<file path="src/rtl/pb_gesture_decoder.sv">
// Push-button gesture classifier: turns debounced press/release pulses into
// registered single/double click, long press and auto-repeat events.
module pb_gesture_decoder #(
  parameter int unsigned LONG_CYCLES       = 50_000_000,
  parameter int unsigned DOUBLE_GAP_CYCLES = 25_000_000,
  parameter int unsigned REPEAT_CYCLES     = 10_000_000
) (
  input  logic clk,
  input  logic reset,
  input  logic PB_pressed_pulse,
  input  logic PB_released_pulse,
  output logic single_click,
  output logic double_click,
  output logic long_press,
  output logic repeat_pulse,
  output logic held,
  output logic busy
);

  localparam int unsigned MAX_LG     = (LONG_CYCLES > DOUBLE_GAP_CYCLES) ? LONG_CYCLES
                                                                         : DOUBLE_GAP_CYCLES;
  localparam int unsigned MAX_CYCLES = (MAX_LG > REPEAT_CYCLES) ? MAX_LG : REPEAT_CYCLES;
  localparam int unsigned CNT_W      = $clog2(MAX_CYCLES);

  localparam logic [CNT_W-1:0] LONG_LAST   = CNT_W'(LONG_CYCLES - 1);
  localparam logic [CNT_W-1:0] GAP_LAST    = CNT_W'(DOUBLE_GAP_CYCLES - 1);
  localparam logic [CNT_W-1:0] REPEAT_LAST = CNT_W'(REPEAT_CYCLES - 1);

  typedef enum logic [2:0] {
    IDLE   = 3'd0,
    PRESS1 = 3'd1,
    WAIT2  = 3'd2,
    PRESS2 = 3'd3,
    LONG   = 3'd4
  } state_t;

  state_t           state;
  state_t           state_nxt_c;
  logic [CNT_W-1:0] cnt;
  logic [CNT_W-1:0] cnt_nxt_c;
  logic             press_c;
  logic             release_c;
  logic             single_c;
  logic             double_c;
  logic             long_c;
  logic             repeat_c;

  // Coincident press and release pulses cancel each other out.
  assign press_c   = PB_pressed_pulse & ~PB_released_pulse;
  assign release_c = PB_released_pulse & ~PB_pressed_pulse;

  // Next-state, counter and event decision.
  always_comb begin
    state_nxt_c = state;
    cnt_nxt_c   = cnt + CNT_W'(1);
    single_c    = 1'b0;
    double_c    = 1'b0;
    long_c      = 1'b0;
    repeat_c    = 1'b0;
    case (state)
      IDLE: begin
        cnt_nxt_c = '0;
        if (press_c) state_nxt_c = PRESS1;
      end
      PRESS1: begin
        if (release_c) begin
          state_nxt_c = WAIT2;
        end else if (cnt == LONG_LAST) begin
          state_nxt_c = LONG;
          long_c      = 1'b1;
        end
      end
      LONG: begin
        if (release_c) begin
          state_nxt_c = IDLE;
        end else if (cnt == REPEAT_LAST) begin
          repeat_c  = 1'b1;
          cnt_nxt_c = '0;
        end
      end
      WAIT2: begin
        if (press_c) begin
          state_nxt_c = PRESS2;
        end else if (cnt == GAP_LAST) begin
          state_nxt_c = IDLE;
          single_c    = 1'b1;
        end
      end
      PRESS2: begin
        if (release_c) begin
          state_nxt_c = IDLE;
          double_c    = 1'b1;
        end
      end
      default: begin
        state_nxt_c = IDLE;
        cnt_nxt_c   = '0;
      end
    endcase
    if (state_nxt_c != state) cnt_nxt_c = '0;
  end

  // State, counter and registered outputs; held/busy decode the next state.
  always_ff @(posedge clk or posedge reset) begin
    if (reset) begin
      state        <= IDLE;
      cnt          <= '0;
      single_click <= 1'b0;
      double_click <= 1'b0;
      long_press   <= 1'b0;
      repeat_pulse <= 1'b0;
      held         <= 1'b0;
      busy         <= 1'b0;
    end else begin
      state        <= state_nxt_c;
      cnt          <= cnt_nxt_c;
      single_click <= single_c;
      double_click <= double_c;
      long_press   <= long_c;
      repeat_pulse <= repeat_c;
      held         <= (state_nxt_c == PRESS1) || (state_nxt_c == PRESS2) ||
                      (state_nxt_c == LONG);
      busy         <= (state_nxt_c != IDLE);
    end
  end

endmodule
</file>
<file path="config.mk">
export PLATFORM = sky130hd
export DESIGN_NAME = pb_gesture_decoder
export DESIGN_NICKNAME = d
export VERILOG_FILES = /design/src/rtl/pb_gesture_decoder.sv
export SDC_FILE = /design/constraint.sdc
export NUM_CORES = 1
export LEC_CHECK = 0
export ABC_AREA = 1
export CORE_ASPECT_RATIO = 1.5
export CORE_MARGIN = 2
export CORE_UTILIZATION = 45
export CTS_CLUSTER_DIAMETER = 150
export DETAILED_ROUTE_END_ITERATION = 16
export GPL_ROUTABILITY_DRIVEN = 0
export PLACE_DENSITY = 0.64
export SETUP_SLACK_MARGIN = 0.2
export SLEW_MARGIN = 20
export SYNTH_ARGS = -nofsm -noshare
export SYNTH_HDL_FRONTEND = slang
export SYNTH_SLANG_ARGS = --single-unit
</file>
<file path="constraint.sdc">
create_clock -name clk -period 2.7 [get_ports clk]
set_input_delay 0.54 -clock clk [delete_from_list [all_inputs] [get_ports clk]]
set_output_delay 0.54 -clock clk [all_outputs]
set_load 0.01 [all_outputs]
</file>
## Word-level counts from Yosys, hierarchy flattened

Index checks and enable logic that the tools add are counted.

| word-level totals | value |
|---|---|
| bits in registers | 35 |
| bits in latches | 0 |
| memory bits (writable) | 0 |
| bits in read-only memories | 0 |
| input bits | 4 |
| memories | 0 |

| operators by class | value |
|---|---|
| $add $sub $neg | 1 |
| multiply operators | 0 |
| div/mod/pow operators | 0 |
| $lt $le $gt $ge | 0 |
| equality and inequality tests | 11 |
| shift operators | 0 |
| multiplexer cells | 22 |
| bitwise gates (word level) | 4 |
| reductions and logical operators | 6 |

Operator list:

| kind | count |
|---|---|
| 2-to-1 mux 26 bit | 3 |
| one-hot mux 26 bit (2 select lines) | 1 |
| adder 26 x 1 -> 26 bit, second input constant | 1 |
| == test 26 x 24 -> 1 bit, second input constant | 1 |
| == test 26 x 25 -> 1 bit, second input constant | 1 |
| == test 26 bit, second input constant | 1 |
| 2-to-1 mux 3 bit | 6 |
| one-hot mux 3 bit (4 select lines) | 1 |
| 2-to-1 mux 1 bit | 11 |
| == test 3 x 2 -> 1 bit, second input constant | 3 |
| == test 3 x 1 -> 1 bit, second input constant | 2 |
| == test 3 bit, second input constant | 2 |
| zero test 3 bit | 1 |
| inequality test 3 bit | 1 |
| nonzero test 3 bit | 1 |
| OR reduction 3 bit | 1 |
| AND 1 bit | 2 |
| logical OR 1 bit | 2 |
| NOT 1 bit | 2 |
| OR reduction 2 bit | 1 |

## Longest topological paths before layout

| logic depth | value |
|---|---|
| depth after elaboration | 7 |
| depth in mapped cells | 14 |
| depth with buffers taken out | 13 |

## Worst setup path after synthesis

Ideal clock, no wire load.

| timing | value |
|---|---|
| path kind | register to register |
| from | register cnt[0] |
| to | register cnt[10] |
| setup time | 0.069 ns |
| data arrival time | 1.830 ns |
| required time | 2.631 ns |
| setup slack | 0.801 ns |
| cell stages (with the launch flop) | 14 |
| buffers on the path | 2 |
| period minus slack after synthesis | 1.899 ns |
| cell sequence | dfrtp_1 > ha_1 > nand2_2 > nor2_2 > buf_6 > nand2_2 > nor2_1 > nand2_1 > a21oi_4 > nand3_1 > nand2_1 > nand3_4 > buf_6 > nor2_2 |

| on the way | value |
|---|---|
| cells in the longest elaborated chain, start to end | 6 |

RTL lines:

| element | line | source |
|---|---|---|
| from (decl) | 39 | `logic [CNT_W-1:0] cnt;` |
| from (signal assigned) | 116 | `cnt <= cnt_nxt_c;` |
| branches (longest 5 deep; another with adder 26 x 1 -> 26 bit) | -- |  |
| 2-to-1 mux 26 bit * | 100 | `if (state_nxt_c != state) cnt_nxt_c = '0;` |
| via cnt_nxt_c[10] | 40 | `logic [CNT_W-1:0] cnt_nxt_c;` |

Mark *: on every way through the listed nets, which the timed path passes.

## Worst setup path in the final report

| timing | value |
|---|---|
| from | register cnt[0] |
| to | register cnt[24] |

Same word-level chain as after synthesis.

==> results.ini <==
[global_routing]
grt.overflow.total=0
track_usage_pct=26.2
grt_pass1_wl_um=11900
grt_pass1_vias=2520
grt_max_degree=36
antenna_found_initial=0

[setup_path]
cpMaxStageDelayCell=dfrtp_2
cp-startpoint=cnt[0]$_DFF_PP0_
cp-start-kind=flop
cp.arrival_ns=2.60
critPathMaxFanout=13
crit_buf_inv=1
path_common_cell=nand2_2
reg2reg_from=cnt[0]$_DFF_PP0_
crit_cells=12
timing.rr.end=cnt[24]$_DFF_PP0_
cp_cell_sequence=ha_1 -> nand2_2 -> nor2_4 -> buf_4 -> nand2_2 -> nor2_1 -> nand2_1 -> a21oi_4 -> nand3_1 -> nand2_2 -> nand3_4 -> nor2_1
worstSetupPathType=reg2reg
cp.required_ns=2.92
cp-endpoint=cnt[24]$_DFF_PP0_
rrSetupSlack_ns=0.32
rr_worst_depth=12
critPathTopFamily=simple AND/OR/NAND/NOR gates
critPathMaxStageDelay_ns=0.44
endpoint_kind=flop

[synth]
synth_area_mm2=0.00238
avgSynthCellArea_um2=6.83
yosys_warnings=0
seq_area_frac_synth_pct=36.7
synth.distinct_cells=29
ys_seq_elements=35
synth.net_count=354
synth_top_area_cell=dfrtp_1
netlist_instances=349
synth_top_area_share_pct=36.7
synthTopCellsByArea=dfrtp_1 37%, nand2_1 11%, nor2_1 9.0%

[timing]
worst_slew_pin_slew_ns=0.454
rsz0062_at_grt=true
setup-tns-final_ns=0
post-route-period-util_pct=88.0
max_freq_ghz=0.421
finalClockSkew_ns=0.00898
drv_slew=0
min_period_ns=2.38
hold_viol=0
slew_headroom_pct=69.5
setup-violations-final=0

[pwr]
powerDensity_mw_per_mm2=647
total_power_mw=1.76
power_leakage_nw=1.16
irDropWorstVdd_mv=0.624

[cells_and_area]
fin_area_mm2=0.00272
finish.utilization_pct=53.1
drive_gt1_share_pct=14.3
final_nets=375
area_growth_syn_to_layout_pct=14.1
fillerInstances=538
final_cells=439
antenna_cells=0

[routing]
ant_nets=0
routed_via_density=5.64
drt_first_pass_iters=5
drc=0
drt_iter0_markers=157
wl_per_cell_um=16.3
drt-total-wl_um=7170
routed-via-count=2474

[placement]
dpl.hpwl_um=5390
io_buffers=9
placed_cell_area_mm2=0.00258
place_inst=429

[floorplan]
die_w_um=63.4
io_pins=10
rows=32
start_util_pct=46.5
die-area_mm2=0.00591
die_h_um=93.2
coreArea_mm2=0.00512

[min_path]
hold_class=reg2reg

[cts]
clockBufferDepth=2
path_clk_slew_ns=0.08
cts-root-buf=clkbuf_8
insertion_delay_ns=0.29
h-tree-depth=2
numCtsBuffers=5
cts_tree=done
cts.sinks=35

[outcome]
status=completed

[flow_run]
cap_viol_max_count=0

## placed cells by master, fill, tap and decap left out, types with 2 or more instances in the layout
master and count:
inv_1 45, clkdlybuf4s50_1 9, o21ai_0 8, nand3b_1 3
a31oi_1 2, nor2_2 13, nand4_1 18, clkinvlp_4 2
clkbuf_8 5, dfrtp_1 34, nand3_1 39, nor3_1 19
nor4_1 4, buf_4 9, o211ai_1 2, nor2_1 57
or2_2 5, a21oi_1 3, nand2_2 8, nand3_4 3
nand2_1 71
## sequential cells by signal, summed over array words and instances (netlist names)
name	flops
double_click	1
cnt	26
held	1
busy	1
long_press	1
single_click	1
repeat_pulse	1
state	3
## stage by stage
step	hold WS (ns)	worst slack (ns)
detailed placement	0.603	0.142
global route	0.646	0.182
CTS	0.615	0.170
floorplan	0.518	0.801
global placement	0.593	0.193
finish	0.605	0.324
## cell usage after synthesis
library cell / n
nand3_4: 1
nor2_2: 14
o211ai_1: 2
dfrtp_1: 35
o21a_1: 1
buf_2: 1
a21oi_1: 3
or2_2: 5
nor2_1: 57
o22ai_1: 1
nor3_1: 19
nand2_1: 72
nand3b_1: 3
nand2_2: 7
xor2_1: 1
o21ai_2: 1
ha_1: 1
buf_6: 3
a21oi_4: 1
nor3b_1: 1
a31oi_1: 2
clkbuf_1: 2
o21ai_0: 8
nand3_1: 39
inv_1: 45
nor4_1: 4
nand4_1: 18
a31o_2: 1
nand3b_4: 1
## final cells by class
cell class	count	area [um2]	area share, %
clock inverters	3	20.0	0.736
repair buffers	18	158	5.80
inverters	45	169	6.21
well taps	68	85.1	3.13
flip-flops and latches	35	877	32.2
multi-input cells	265	1340	49.4
clock buffers	5	68.8	2.53
## repair_timing
item / in CTS / in global routing
gates cloned: 2 / 0
endpoints found under the setup margin: 26 / 26
resized for setup: 3 / 3
buffers inserted: 0 / 0
hold buffers: 0 / 0
## layer usage
metal  vias up  GRT usage, %  part of all wire, %  routed length (um)
met3        49          4.45                  4.6                 333
met5         -             0                    0                   0
li1       1185             -                    -                   -
met4         0          17.2                  7.0                 500
met1      1141          27.5                   37                2650
met2        99          47.5                   51                3690
## worst reg2reg max path: cells and delay by family, from the launching register on
kind / cells / cell delay [ns]
flip-flops: 1 / 0.44
AND/OR/NAND/NOR: 9 / 1.23
AO/OA/AOI/OAI: 1 / 0.21
buffers and inverters: 1 / 0.18
adder cells (fa/ha/maj): 1 / 0.26
## worst min path at each step
stage / startpoint / endpoint / slack (ns) / depth (start not counted)
final: state[0]$_DFF_PP0_ / single_click$_DFF_PP0_ / 0.61 / 1
after global placement: state[0]$_DFF_PP0_ / single_click$_DFF_PP0_ / 0.59 / 1
after global routing: state[0]$_DFF_PP0_ / single_click$_DFF_PP0_ / 0.65 / 1
after detailed placement: state[0]$_DFF_PP0_ / single_click$_DFF_PP0_ / 0.60 / 1
after CTS: cnt[25]$_DFF_PP0_ / cnt[25]$_DFF_PP0_ / 0.62 / 3
after floorplan: state[0]$_DFF_PP0_ / single_click$_DFF_PP0_ / 0.52 / 1
## kinds of logic after synthesis
family                   count (synthesis)  share of synthesized area [%]
adder cells (fa/ha/maj)                  1                          0.525
AO/OA/AOI/OAI                           20                           5.46
buffers and inverters                   51                           9.02
XOR/XNOR                                 1                          0.367
flip-flops                              35                           36.7
AND/OR/NAND/NOR                        241                           47.9
## power by group
| group | switching, mW | leakage, nW | internal [mW] |
|---|---|---|---|
| Combinational | 0.537 | 0.637 | 0.225 |
| Sequential | 0.0460 | 0.478 | 0.567 |
| Clock | 0.205 | 0.0402 | 0.180 |
| Total | 0.788 | 1.16 | 0.972 |
(Power assumes the default switching activity.)
